===== src/rtl/event_status_ctrl.sv =====
// event_status_ctrl: shares the event-status DPSRAM between OR-update
// producers on port A and read/clear-on-read consumers on port B.
module event_status_ctrl #(
  parameter int unsigned       ADDR_W    = 10,
  parameter int unsigned       DATA_W    = 8,
  parameter logic [DATA_W-1:0] CLR_VALUE = '0
) (
  input  logic              CLK,
  input  logic              RESET_N,
  input  logic              clr_all_req,
  output logic              init_done,
  input  logic              upd_valid,
  output logic              upd_ready,
  input  logic [ADDR_W-1:0] upd_addr,
  input  logic [DATA_W-1:0] upd_mask,
  input  logic              qry_valid,
  output logic              qry_ready,
  input  logic [ADDR_W-1:0] qry_addr,
  input  logic [DATA_W-1:0] qry_clr_mask,
  output logic              rsp_valid,
  output logic [DATA_W-1:0] rsp_data,
  output logic [ADDR_W-1:0] ram_a_addr,
  output logic [DATA_W-1:0] ram_a_din,
  output logic              ram_a_wen,
  input  logic [DATA_W-1:0] ram_a_dout,
  output logic [ADDR_W-1:0] ram_b_addr,
  output logic [DATA_W-1:0] ram_b_din,
  output logic              ram_b_wen,
  input  logic [DATA_W-1:0] ram_b_dout,
  output logic [15:0]       stall_cnt
);

  typedef enum logic [1:0] {CLR, RUN, DRAIN} top_e;
  typedef enum logic [1:0] {P_IDLE, P_RD, P_WB} port_e;

  top_e              state_q;
  port_e             a_st_q, b_st_q;
  logic [ADDR_W-1:0] ptr_q;
  logic [ADDR_W-1:0] a_addr_q, b_addr_q;
  logic [DATA_W-1:0] a_mask_q, b_mask_q;
  logic              a_wen_q, b_wen_q;
  logic              rsp_valid_q;
  logic [DATA_W-1:0] rsp_data_q;
  logic [15:0]       stall_q, stall_d;

  logic run, sweep_end;
  logic a_busy, b_busy, a_can, b_can;
  logic haz_a, haz_b, upd_acc, qry_acc, stall;

  assign run       = (state_q == RUN);
  assign sweep_end = ptr_q[ADDR_W-1];
  assign a_busy    = (a_st_q != P_IDLE);
  assign b_busy    = (b_st_q != P_IDLE);
  assign a_can     = run && (a_st_q != P_RD);
  assign b_can     = run && (b_st_q != P_RD);

  // Equal-address tie in the same cycle goes to the producer.
  assign haz_a   = b_busy && (b_addr_q == upd_addr);
  assign upd_ready = a_can && !haz_a;
  assign upd_acc = upd_valid && upd_ready;
  assign haz_b   = (a_busy && (a_addr_q == qry_addr))
                || (upd_acc && (upd_addr == qry_addr));
  assign qry_ready = b_can && !haz_b;
  assign qry_acc = qry_valid && qry_ready;

  assign stall = (upd_valid && a_can && haz_a)
              || (qry_valid && b_can && haz_b);
  assign stall_d = (stall && (stall_q != 16'hFFFF))
                 ? stall_q + 16'd1 : stall_q;

  assign init_done  = run;
  assign rsp_valid  = rsp_valid_q;
  assign rsp_data   = rsp_data_q;
  assign stall_cnt  = stall_q;
  assign ram_a_addr = a_addr_q;
  assign ram_b_addr = b_addr_q;
  assign ram_a_wen  = a_wen_q;
  assign ram_b_wen  = b_wen_q;

  assign ram_a_din = (a_st_q == P_WB) ? (ram_a_dout | a_mask_q)
                   : (a_wen_q ? CLR_VALUE : '0);
  assign ram_b_din = (b_st_q == P_WB) ? (ram_b_dout & ~b_mask_q)
                   : (b_wen_q ? CLR_VALUE : '0);

  always_ff @(posedge CLK) begin
    if (!RESET_N) begin
      state_q     <= CLR;
      ptr_q       <= '0;
      a_st_q      <= P_IDLE;
      b_st_q      <= P_IDLE;
      a_addr_q    <= '0;
      b_addr_q    <= '0;
      a_mask_q    <= '0;
      b_mask_q    <= '0;
      a_wen_q     <= 1'b0;
      b_wen_q     <= 1'b0;
      rsp_valid_q <= 1'b0;
      rsp_data_q  <= '0;
      stall_q     <= '0;
    end else begin
      stall_q     <= stall_d;
      rsp_valid_q <= (b_st_q == P_WB);
      if (b_st_q == P_WB) rsp_data_q <= ram_b_dout;
      unique case (state_q)
        CLR: begin
          a_st_q  <= P_IDLE;
          b_st_q  <= P_IDLE;
          a_wen_q <= !sweep_end;
          b_wen_q <= !sweep_end;
          if (sweep_end) begin
            state_q <= RUN;
          end else begin
            a_addr_q <= {ptr_q[ADDR_W-2:0], 1'b0};
            b_addr_q <= {ptr_q[ADDR_W-2:0], 1'b1};
            ptr_q    <= ptr_q + ADDR_W'(1);
          end
        end
        default: begin
          if (upd_acc) begin
            a_st_q   <= P_RD;
            a_addr_q <= upd_addr;
            a_mask_q <= upd_mask;
            a_wen_q  <= 1'b0;
          end else if (a_st_q == P_RD) begin
            a_st_q  <= P_WB;
            a_wen_q <= 1'b1;
          end else begin
            a_st_q  <= P_IDLE;
            a_wen_q <= 1'b0;
          end
          if (qry_acc) begin
            b_st_q   <= P_RD;
            b_addr_q <= qry_addr;
            b_mask_q <= qry_clr_mask;
            b_wen_q  <= 1'b0;
          end else if (b_st_q == P_RD) begin
            b_st_q  <= P_WB;
            b_wen_q <= |b_mask_q;
          end else begin
            b_st_q  <= P_IDLE;
            b_wen_q <= 1'b0;
          end
          if (run && clr_all_req) begin
            state_q <= DRAIN;
          end else if ((state_q == DRAIN) && !a_busy && !b_busy) begin
            state_q <= CLR;
            ptr_q   <= '0;
          end
        end
      endcase
    end
  end

endmodule

===== config.mk =====
export PLATFORM = sky130hd
export DESIGN_NAME = event_status_ctrl
export DESIGN_NICKNAME = d
export VERILOG_FILES = /design/src/rtl/event_status_ctrl.sv
export SDC_FILE = /design/constraint.sdc
export NUM_CORES = 1
export LEC_CHECK = 0
export BUFFER_PORTS_ARGS = -buffer_cell sky130_fd_sc_hd__buf_2
export CORE_ASPECT_RATIO = 0.75
export CORE_UTILIZATION = 40
export CTS_CLUSTER_DIAMETER = 80
export CTS_CLUSTER_SIZE = 10
export DETAILED_ROUTE_END_ITERATION = 8
export PLACE_DENSITY_LB_ADDON = 0.08
export SLEW_MARGIN = 20
export SYNTH_ARGS = -nofsm -noshare
export SYNTH_HDL_FRONTEND = slang
export SYNTH_SLANG_ARGS = --single-unit

===== constraint.sdc =====
create_clock -name CLK -period 2.47 [get_ports CLK]
set_input_delay 0.247 -clock CLK [delete_from_list [all_inputs] [get_ports CLK]]
set_output_delay 0.247 -clock CLK [all_outputs]
set_load 0.05 [all_outputs]

==> results by group <==
Synth
  – Number of flops mapped to enable cells by yosys: 0
  – Area leader, netlist: dfxtp_1
  – Number of synthesized register bits: between 70 and 80
  – Post-synth top cells: 79 x dfxtp_1, 75 x nand2_1, 64 x nor2_1
  – Avg Inst Size Synth: about 8.3 um2
  – Post-synthesis cell type count: between 40 and 50
  – Most frequent cell after synthesis: dfxtp_1
  – Netlist Area Pre-Place: 3950 um2
  – Syn Inst Count: 476
  – Yosys Warn Count: 0
  – Syn nets: roughly 540
  – Most used DFF post-synth: dfxtp_1
  – Sequential fraction of the synthesis area: about two fifths
  – Ranking of synthesized cells by area: dfxtp_1 40%, nand2_1 7.1%, mux2i_1 6.3%, nor2_1 6.1%, xor2_1 6.0%
  – Fraction of registers with async set/reset: 0%
  – Top cell type's share of synthesized area: between 40% and 50%

STA
  – Tcrit/Tclk final: between 90% and 100%
  – Final hold slack: about 0.14 ns
  – Slew HR: just over 30%
  – Final Hold Fails: 0
  – Fin Clk Skew: 0.00447 ns
  – Min Tclk post-route: 2.33 ns
  – Final Max Tran Viols: 0
  – Fmax: between 400 and 500 MHz
  – Total negative slack: 0 ns
  – Slew at the pin closest to its max-slew limit: approximately 1.0 ns
  – RSZ-0062 raised after global routing: no
  – Final setup violation count: 0

Power
  – Leakage: around 2.1 nW
  – Worst vdd ir: 264 uV
  – Total power: 2.91 mW
  – Pwr dens: about 570 nW/um2

Final layout
  – Fin nets: about 650
  – Register Area: ~1600 um2
  – Fin util: 52.6%
  – Multi-input gate area: around 2300 um2
  – Share of layout cells above drive strength 1: between 20% and 30%
  – Syn-to-layout area delta: 28.0%
  – Post-route cell area: roughly 5000 um2
  – Fill cells: a little under 1,000
  – # diodes: 0

Global route
  – Global-route wire length before repair: about 17,000 um
  – Largest net degree at the start of global routing: 31
  – Tot GR Track Use: between 20 and 25%
  – Vias in the first global route: between 3,000 and 4,000
  – Initial antenna violation count: 0
  – Congestion Overflow GR: 0

Critical path
  – CP peak stage delay: about 0.54 ns
  – Crit. End Element: output port
  – Crit path kind: flip-flop to output port
  – Critical Path AT: about 2.1 ns
  – Max FO, Critical Path: 6
  – Critical path launch point type: flip-flop
  – Setup slack, reg-to-reg: ~0.16 ns
  – FF-to-FF path depth: 6
  – FF-to-FF End: stall_cnt[10]$_SDFFE_PN0P_
  – CP required: 2.22 ns
  – CP max-delay cell: or4_1
  – Worst r2r src: a_st_q[1]$_SDFF_PP0_
  – Worst path cell trace: nand2b_4, nand3_4, buf_4, or4_1, o21ai_1, nor2_1, buf_2

Hold path
  – Hold path cells: 3
  – Hold Path Class: input pin to flip-flop
  – Hold endpoint: a_mask_q[4]$_SDFFE_PN0P_
  – Worst hold path startpoint: upd_mask[4]

Clock network
  – Post-CTS Setup Inserts: 0
  – Total CTS buffers: 9
  – Post-CTS Hold Fix Bufs: 0
  – Clock Latency Late Sink: 0.34 ns
  – Htree depth: 3
  – Root Buffer: clkbuf_16
  – CTS tree: done
  – CTS clk-pin slew, worst paths: around 0.060 ns
  – Sink Count: between 70 and 80
  – Clock buffer depth: 2

Detailed routing
  – Drt total wl: approximately 11,000 um
  – Iter 0 DRT Violations: ~210
  – Post-DRT Antenna Nets: 0
  – DRC: 0
  – DR pass1 iterations: 4
  – Vias per cell: ~5.4
  – Vias: between 3,000 and 4,000
  – Wire per inst: approximately 15 um

Floorplan
  – Initial core utilization: between 40% and 50%
  – Die area: approximately 10,000 um2
  – Cell Rows: 31
  – Die H: around 90 um
  – Die X: between 100 and 150 um
  – Core area: slightly below 10,000 um2
  – # IOs: between 100 and 150

Placement
  – Half-perimeter wire length after placement: roughly 8400 um
  – Final GP Congestion: 0.874
  – PortBufs: about 120
  – Post-DP Area: about 4700 um2

Outcome
  – Outcome: completed

Job
  – Maxcap violations: 0
[worst max-delay path: cells and delay by family (launching register included)]
family	cells	cell delay, ns
AND/OR/NAND/NOR	4	0.85
flip-flops	1	0.38
buffers and inverters	2	0.37
AO/OA/AOI/OAI	1	0.15
[worst max-delay path by stage]
stage / startpoint / endpoint / cells after the start
final: a_st_q[1]$_SDFF_PP0_ / qry_ready / 7
after global routing: ram_b_addr[3]$_SDFFE_PN0P_ / a_mask_q[3]$_SDFFE_PN0P_ / 6
after CTS: state_q[0]$_SDFFE_PN0P_ / qry_ready / 7
after detailed placement: upd_addr[6] / ram_a_addr[6]$_SDFFE_PN0P_ / 7
after global placement: upd_addr[4] / stall_cnt[10]$_SDFFE_PN0P_ / 7
after floorplan: state_q[1]$_SDFFE_PN0P_ / stall_cnt[4]$_SDFFE_PN0P_ / 10
[per-layer routing]
layer / routed length (um) / GRT usage, % / vias up / share of wire (%)
li1: - / - / 1929 / -
met1: 5670 / 31.9 / 1818 / 50
met2: 4600 / 31.6 / 168 / 41
met3: 975 / 7.61 / 4 / 8.6
met4: 56 / 5.52 / 0 / 0.50
met5: 0 / 0 / - / 0
[logic make-up (layout without fill, tap and decap cells)]
| group | Yosys count | after routing | synth area share [%] |
|---|---|---|---|
| simple gates | 234 | 234 | 28.8 |
| flops | 79 | 79 | 40.0 |
| compound gates | 73 | 73 | 13.5 |
| xor+xnor | 33 | 33 | 7.31 |
| buf+inv | 30 | 154 | 3.36 |
| mux | 25 | 25 | 6.33 |
| fa+ha+maj | 2 | 2 | 0.633 |
[cell usage in the layout (no fill, tap or decap), drive strengths merged, types with 3 or more instances in the layout]
cell    Yosys  final
dfxtp      79     79
buf         9    136
nand3      11     11
o21ai      10     10
nor2       64     64
a21oi      19     19
nor3b       9      9
mux2i      25     25
nor4       15     15
nand2      75     75
and3        6      6
clkbuf     19     12
o311a       9      9
or3         5      5
o31ai       3      3
nor2b       5      5
nor3       10     10
nand4       9      9
nand2b     12     12
a311oi      9      9
o211ai     10     10
or4         5      5
xor2       27     27
xnor2       6      6
[through the flow]
step / setup slack [ns] / instances
floorplan: 0.0175 / 476
global placement: 0.0927 / 716
detailed placement: 0.0584 / 716
CTS: 0.0216 / 732
global route: 0.00905 / 732
finish: 0.141 / 732
[area by class of cell]
| cell class | instances | area share, % |
|---|---|---|
| Multi-Input combinational cell | 367 | 44.9 |
| Sequential cell | 79 | 31.3 |
| Timing Repair Buffer | 136 | 14.4 |
| Clock buffer | 12 | 4.68 |
| Tap cell | 132 | 3.27 |
| Clock inverter | 4 | 1.39 |
| Inverter | 2 | 0.148 |
[flip-flops by register name, summed over array words and instances, names as in the netlist]
signal and flops:
ptr_q 10, b_mask_q 8, b_st_q 2, stall_cnt 16, state_q 2, ram_b_wen 1
ram_a_addr 10, a_mask_q 8, rsp_valid 1, ram_b_addr 10, a_st_q 2, rsp_data 8
ram_a_wen 1
[report_power, final]
part	internal, mW	switching [mW]	total (mW)
Sequential	1.29	0.0131	1.30
Combinational	0.0799	0.129	0.209
Clock	0.883	0.516	1.40
[repair_timing]
item                                    in CTS  in global routing
endpoints found under the setup margin       0                  9
gates resized for setup                      0                  5
endpoints found under the hold margin        0                  0
Power figures use the tool's default switching activity.
